`src/rtl/mmio_pkg.sv`:
```
// Shared definitions for memory-mapped peripherals on the CPU RAM-style bus:
// register offsets (addr[3:2]), control bit positions and the responder states.
package mmio_pkg;

    // Register offsets within a 16-byte window, selected by addr[3:2]
    localparam logic [1:0] TMR_CTRL   = 2'd0;
    localparam logic [1:0] TMR_LOAD   = 2'd1;
    localparam logic [1:0] TMR_COUNT  = 2'd2;
    localparam logic [1:0] TMR_STATUS = 2'd3;

    // CTRL bit positions
    localparam int CTRL_EN     = 0;
    localparam int CTRL_IRQ_EN = 1;
    localparam int CTRL_RELOAD = 2;

    // STATUS bit positions
    localparam int STATUS_EXP = 0;

    // Bus responder states, shared by all MMIO peripherals
    typedef enum logic [1:0] {
        IDLE = 2'd0,
        RESP = 2'd1,
        HOLD = 2'd2
    } rsp_state_t;

endpackage

```
`src/rtl/mmio_responder.sv`:
```
// Generic responder for the RAM-style bus. Accepts one transaction per txe
// assertion, emits a one-cycle acc strobe on the accept edge, decodes the
// register offset / direction, and produces the txs pulse the cycle after.
module mmio_responder
    import mmio_pkg::*;
#(
    parameter logic [63:0] BASE = 64'h0000_0000_0001_0000
) (
    input  logic        clk,
    input  logic        rst,
    input  logic        txe,
    input  logic        read,
    input  logic        write,
    input  logic [63:0] addr,
    output logic        acc,
    output logic [1:0]  offset,
    output logic        is_rd,
    output logic        is_wr,
    output logic        bad,
    output logic        txs
);

    rsp_state_t state_q;
    rsp_state_t state_d;
    logic       sel;

    assign sel    = (addr[63:4] == BASE[63:4]);
    assign offset = addr[3:2];
    assign is_rd  = read & ~write;
    assign is_wr  = write & ~read;
    // Misaligned, both directions or no direction at all
    assign bad    = (addr[1:0] != 2'b00) | (read == write);

    // State register
    always_ff @(posedge clk or posedge rst) begin
        if (rst) begin
            state_q <= IDLE;
        end else begin
            state_q <= state_d;
        end
    end

    // Next state: HOLD waits for txe to drop so a held request is answered once
    always_comb begin
        state_d = state_q;
        case (state_q)
            IDLE:    if (txe && sel) state_d = RESP;
            RESP:    state_d = HOLD;
            HOLD:    if (!txe) state_d = IDLE;
            default: state_d = IDLE;
        endcase
    end

    // Outputs: acc on the accept edge, txs for the whole RESP cycle
    always_comb begin
        acc = 1'b0;
        txs = 1'b0;
        case (state_q)
            IDLE:    acc = txe && sel;
            RESP:    txs = 1'b1;
            default: ;
        endcase
    end

endmodule

```
`src/rtl/mmio_timer.sv`:
```
// Memory-mapped down-counting timer. Registers CTRL/LOAD/COUNT/STATUS sit in
// a 16-byte window at BASE. A prescaler divides clk by PRESCALE; each tick
// decrements COUNT and expiry sets STATUS.EXP, optionally reloading.
// The interrupt request output is int_req because "int" is a reserved word.
module mmio_timer
    import mmio_pkg::*;
#(
    parameter logic [63:0] BASE     = 64'h0000_0000_0001_0000,
    parameter logic [7:0]  DEV_ID   = 8'h01,
    parameter int          PRESCALE = 4
) (
    input  logic        clk,
    input  logic        rst,
    input  logic        txe,
    input  logic        read,
    input  logic        write,
    input  logic [63:0] addr,
    input  logic [31:0] value,
    output logic        txs,
    output logic [31:0] out,
    output logic        err,
    output logic        int_req,
    output logic [7:0]  int_dev_id
);

    localparam int             PW        = (PRESCALE > 1) ? $clog2(PRESCALE) : 1;
    localparam logic [PW-1:0]  PRESC_MAX = PW'(PRESCALE - 1);

    logic        acc;
    logic [1:0]  offset;
    logic        is_rd;
    logic        is_wr;
    logic        bad;

    logic        ctrl_en, ctrl_irq_en, ctrl_reload;
    logic [31:0] load_q, count_q;
    logic        exp_q;
    logic [PW-1:0] presc_q;

    logic        en_d, irq_en_d, reload_d, exp_d;
    logic [31:0] load_d, count_d;
    logic [PW-1:0] presc_d;

    logic        acc_err, acc_ok;
    logic        wr_ctrl, wr_load, wr_status;
    logic        tick, expire;
    logic [31:0] rdata;
    logic [31:0] out_p1;
    logic        err_p1;

    mmio_responder #(.BASE(BASE)) u_rsp (
        .clk    (clk),
        .rst    (rst),
        .txe    (txe),
        .read   (read),
        .write  (write),
        .addr   (addr),
        .acc    (acc),
        .offset (offset),
        .is_rd  (is_rd),
        .is_wr  (is_wr),
        .bad    (bad),
        .txs    (txs)
    );

    // COUNT is read-only, so a write to it is rejected like a malformed access
    assign acc_err   = acc & (bad | (is_wr & (offset == TMR_COUNT)));
    assign acc_ok    = acc & ~acc_err;
    assign wr_ctrl   = acc_ok & is_wr & (offset == TMR_CTRL);
    assign wr_load   = acc_ok & is_wr & (offset == TMR_LOAD);
    assign wr_status = acc_ok & is_wr & (offset == TMR_STATUS);

    assign tick   = ctrl_en && (presc_q == PRESC_MAX);
    assign expire = tick && (count_q <= 32'd1);

    // Read mux over the current register values (sampled at the accept edge)
    always_comb begin
        rdata = '0;
        case (offset)
            TMR_CTRL: begin
                rdata[CTRL_EN]     = ctrl_en;
                rdata[CTRL_IRQ_EN] = ctrl_irq_en;
                rdata[CTRL_RELOAD] = ctrl_reload;
            end
            TMR_LOAD:   rdata = load_q;
            TMR_COUNT:  rdata = count_q;
            TMR_STATUS: rdata[STATUS_EXP] = exp_q;
            default:    ;
        endcase
    end

    // Timer next state: counter first, then CPU writes override where allowed
    always_comb begin
        en_d     = ctrl_en;
        irq_en_d = ctrl_irq_en;
        reload_d = ctrl_reload;
        load_d   = load_q;
        count_d  = count_q;
        presc_d  = presc_q;
        exp_d    = exp_q;

        if (ctrl_en) begin
            if (tick) begin
                presc_d = '0;
                if (expire) begin
                    exp_d   = 1'b1;
                    count_d = ctrl_reload ? load_q : 32'd0;
                    if (!ctrl_reload) en_d = 1'b0;
                end else begin
                    count_d = count_q - 32'd1;
                end
            end else begin
                presc_d = presc_q + 1'b1;
            end
        end

        // W1C loses against a simultaneous expiry
        if (wr_status && value[STATUS_EXP] && !expire) exp_d = 1'b0;

        // A CTRL write overrides an expiry clearing EN in the same cycle
        if (wr_ctrl) begin
            en_d     = value[CTRL_EN];
            irq_en_d = value[CTRL_IRQ_EN];
            reload_d = value[CTRL_RELOAD];
            if (value[CTRL_EN] && !ctrl_en) begin
                count_d = load_q;
                presc_d = '0;
            end
        end

        // LOAD only feeds COUNT on enable or reload, never a running count
        if (wr_load) load_d = value;
    end

    // Timer register state
    always_ff @(posedge clk or posedge rst) begin
        if (rst) begin
            ctrl_en     <= 1'b0;
            ctrl_irq_en <= 1'b0;
            ctrl_reload <= 1'b0;
            load_q      <= '0;
            count_q     <= '0;
            presc_q     <= '0;
            exp_q       <= 1'b0;
        end else begin
            ctrl_en     <= en_d;
            ctrl_irq_en <= irq_en_d;
            ctrl_reload <= reload_d;
            load_q      <= load_d;
            count_q     <= count_d;
            presc_q     <= presc_d;
            exp_q       <= exp_d;
        end
    end

    // Response data captured on the accept edge, presented during RESP
    always_ff @(posedge clk or posedge rst) begin
        if (rst) begin
            out_p1 <= '0;
            err_p1 <= 1'b0;
        end else begin
            out_p1 <= (acc_ok && is_rd) ? rdata : 32'd0;
            err_p1 <= acc_err;
        end
    end

    // Interrupt level, one cycle behind EXP
    always_ff @(posedge clk or posedge rst) begin
        if (rst) begin
            int_req <= 1'b0;
        end else begin
            int_req <= exp_q & ctrl_irq_en;
        end
    end

    assign out        = out_p1;
    assign err        = err_p1;
    assign int_dev_id = DEV_ID;

endmodule
```
`config.mk`:
```
export PLATFORM = sky130hd
export DESIGN_NAME = mmio_timer
export DESIGN_NICKNAME = d
export VERILOG_FILES = /design/src/rtl/mmio_pkg.sv /design/src/rtl/mmio_responder.sv /design/src/rtl/mmio_timer.sv
export SDC_FILE = /design/constraint.sdc
export NUM_CORES = 1
export LEC_CHECK = 0
export ABC_AREA = 1
export BUFFER_PORTS_ARGS = -buffer_cell sky130_fd_sc_hd__clkbuf_2
export CORE_MARGIN = 2
export CORE_UTILIZATION = 45
export CTS_CLUSTER_SIZE = 16
export DETAILED_ROUTE_END_ITERATION = 10
export GPL_TIMING_DRIVEN = 0
export PLACE_DENSITY = 0.8
export SLEW_MARGIN = 0
export SYNTH_ARGS = -nofsm -noshare
export SYNTH_HDL_FRONTEND = slang
export SYNTH_SLANG_ARGS = --single-unit
```
`constraint.sdc`:
```
create_clock -name clk -period 9.3 [get_ports clk]
set_clock_uncertainty 0.1 [all_clocks]
set_input_delay 1.86 -clock clk [delete_from_list [all_inputs] [get_ports clk]]
set_output_delay 1.86 -clock clk [all_outputs]
set_load 0.01 [all_outputs]
```
==> results.md <==
- TritonCTS buffer count: 9
- Count of buffers from port buffering: 135
- Top-Level Pins: 144
- CTS tree: built
- Die area: 15100 um^2
- Routed WL per cell: 13.7 um
- Vias/cell: 5.01
- Worst setup EP type: flip-flop
- PD cells: 121 nW/um^2
- Mean area per synthesized cell: 6.86 um^2
- CTS H-tree lvls: 3
- Worst IR Drop VDD: 0.0880 mV
- Total number of vias: 6333
- # resized after CTS: 0
- Hold_buf cts: 0
- CTS root buf: clkbuf_16
- Initial Utilization: 0.460
- Final min period: 3.74 ns
- Final HPWL DP: 13100 um
- Mapped cell area: 6360 um^2
- Synth Warn #: 0
- DRC violations left: 0
- First-pass GRT wire length: 28500 um
- CP Max Fanout: 10
- Inst Count DP: 1249
- Worst Hold Class: reg2reg
- WL final: 17400 um
- Fin area: 7620 um^2
- Die Height: 123 um
- Slowest stage delay, CP: 0.46 ns
- Cell variety after synth: 39
- Final hold vios: 0
- Total power: 919 uW
- Number of global-route vias before repair: 5961
- Worst Setup Slack, final: 5.56 ns
- Syn Inst Count: 927
- Cells along the critical path: clkbuf_2 -> inv_1 -> ha_1 -> clkbuf_1 -> nand2_1 -> and2_1 -> inv_2 -> nor2_8 -> nand3_4 -> clkbuf_1 -> nand2_1 -> o21ai_0
- Setup WS pre-CTS: 5.27 ns
- Post-CTS setup repair buffer count: 0
- Placed instance area: 7310 um^2
- CP Class: in2reg
- Clock slew at reported path FFs: 0.07 ns
- Static Leak: 4.14 nW
- Fin nets: 1192
- Area growth from synthesis to layout: 19.8%
- Post-synth ARST share: 1.00
- Fin cells: 1265
- Worst Tran Pin Value: 0.749 ns
- Share of layout cells above drive strength 1: 0.182
- Synth Register Bits: 106
- Sequential element share of the synthesized area: 0.417
- Total global-route track usage: 0.245
- # rows: 43
- Ys flop type: dfrtp_1
- Area leader, netlist: dfrtp_1
- Worst hold slack: 0.396 ns
- Tcrit/Tclk final: 0.402
- Clock sink total: 106
- Post-synth top area share: 0.417
- 1st-iter DRT viols: 382
- Ranking of synthesized cells by area: dfrtp_1 (42%), nand2_1 (19%), nor2_1 (8.7%)
- Final setup vio count: 0
- Initial antenna violation count: 0
- Fmax achieved: 268 MHz
- Number of synthesized flops with an enable pin: 0
- Unrepaired setup endpoints after global routing: false
- Required time worst endpoint: 9.46 ns
- Max Slew Vio Count: 0
- Worst EP arrival: 3.90 ns
- CTS max path bufs: 2
- Total core area: 13800 um^2
- Diodes inserted: 0
- Worst skew pair latency: 0.36 ns
- Antenna Nets Post-Route: 0
- Largest net degree at the start of global routing: 55
- Finished Core Util: 0.551
- Die width: 123 um
- Outcome: finished clean
- Crit-path slowest cell: clkbuf_1
- Grt ovf: 0
- Relative slew slack: 0.499
- Gpl congestion: 0.943
- Setup TNS Final: 0 ns
- Startpoint Class: primary input
- CP delay by family, top: buffers and inverters
- First-pass DRT Iterations: 5
- Crit path buf inv count: 5
- Max-cap violation count: 0
[worst min-delay path: cells and delay by family (launching register included)]
family           cells  cell delay (ns)
flip-flops           1             0.36
AND/OR/NAND/NOR      2             0.11
[power by group]
| group | switching [mW] | internal, mW | total (mW) |
|---|---|---|---|
| Clock | 0.172 | 0.223 | 0.395 |
| Sequential | 0.0000000000000000234 | 0.461 | 0.461 |
| Combinational | 0.0379 | 0.0263 | 0.0642 |
[flip-flops by register name (all words and copies together) (netlist names), 2 cells and up]
signal	count
count_q	32
load_q	32
out	32
presc_q	2
u_rsp.state_q	2
[synthesized netlist by cell type, types with 4 or more instances]
cell type,count
nand2_1,314
nor2_1,148
dfrtp_1,106
inv_1,95
a21oi_1,42
nand3_1,42
o21ai_0,38
nand4_1,25
clkbuf_1,18
o21ai_1,12
ha_1,11
buf_2,10
buf_4,8
nor2_2,7
nand3b_1,6
nor3_1,6
o21bai_1,4
[cell type report]
cell class	instances	area, um^2
Sequential cell	106	2650
Timing Repair Buffer	136	703
Tap cell	180	225
Clock buffer	12	256
Inverter	97	367
Clock inverter	4	50.0
Fill cell	1374	6210
Multi-Input combinational cell	690	3150
Buffer	40	216
[kinds of logic (layout without fill, tap and decap cells)]
family,after synthesis,in the layout,synth area share
simple gates,561,561,0.372
buf+inv,137,289,0.0913
compound gates,106,106,0.0909
flops,106,106,0.417
fa+ha+maj,11,11,0.0216
xor+xnor,4,4,0.00551
other cells,2,8,0.00118
[path summary, 6_finish.rpt]
check	startpoint	end	slack (ns)	depth (start not counted)
setup / recovery	addr[2]	load_q[18]$_DFFE_PP0P_	5.56	12
hold / removal	load_q[5]$_DFFE_PP0P_	count_q[5]$_DFF_PP0_	0.40	2
setup reg to reg	presc_q[0]$_DFF_PP0_	count_q[6]$_DFF_PP0_	7.00	7
hold reg to reg	load_q[5]$_DFFE_PP0P_	count_q[5]$_DFF_PP0_	0.40	2
max in group asynchronous	rst	load_q[10]$_DFFE_PP0P_	6.92	3
min in group asynchronous	rst	out[29]$_DFF_PP0_	1.48	2
[cells in the final DEF (no fill, tap or decap), types with 2 or more instances in the layout]
master,count
dfrtp_1,106
clkbuf_16,9
inv_1,94
nand4_1,25
nor2_4,3
inv_2,2
nor3_1,6
buf_6,3
nand2_2,3
ha_1,11
clkinvlp_4,2
nor2_1,148
a21oi_1,42
nand2_1,314
o21ai_0,38
buf_4,8
o21bai_1,4
clkbuf_2,136
xor2_1,3
o21ai_1,12
nand3_1,42
clkbuf_8,2
nor2_2,7
conb_1,8
clkbuf_1,19
nand3b_1,6
nand2_4,2
buf_2,10
o211ai_1,3
[routing by layer]
metal | routed length (um) | part of all wire | GRT usage
met5 | 0 | 0 | 0
met4 | 258 | 0.015 | 0.0826
met3 | 1140 | 0.066 | 0.0465
met2 | 8040 | 0.46 | 0.394
met1 | 7920 | 0.46 | 0.331
No activity file was read; power rests on OpenSTA's default activity.
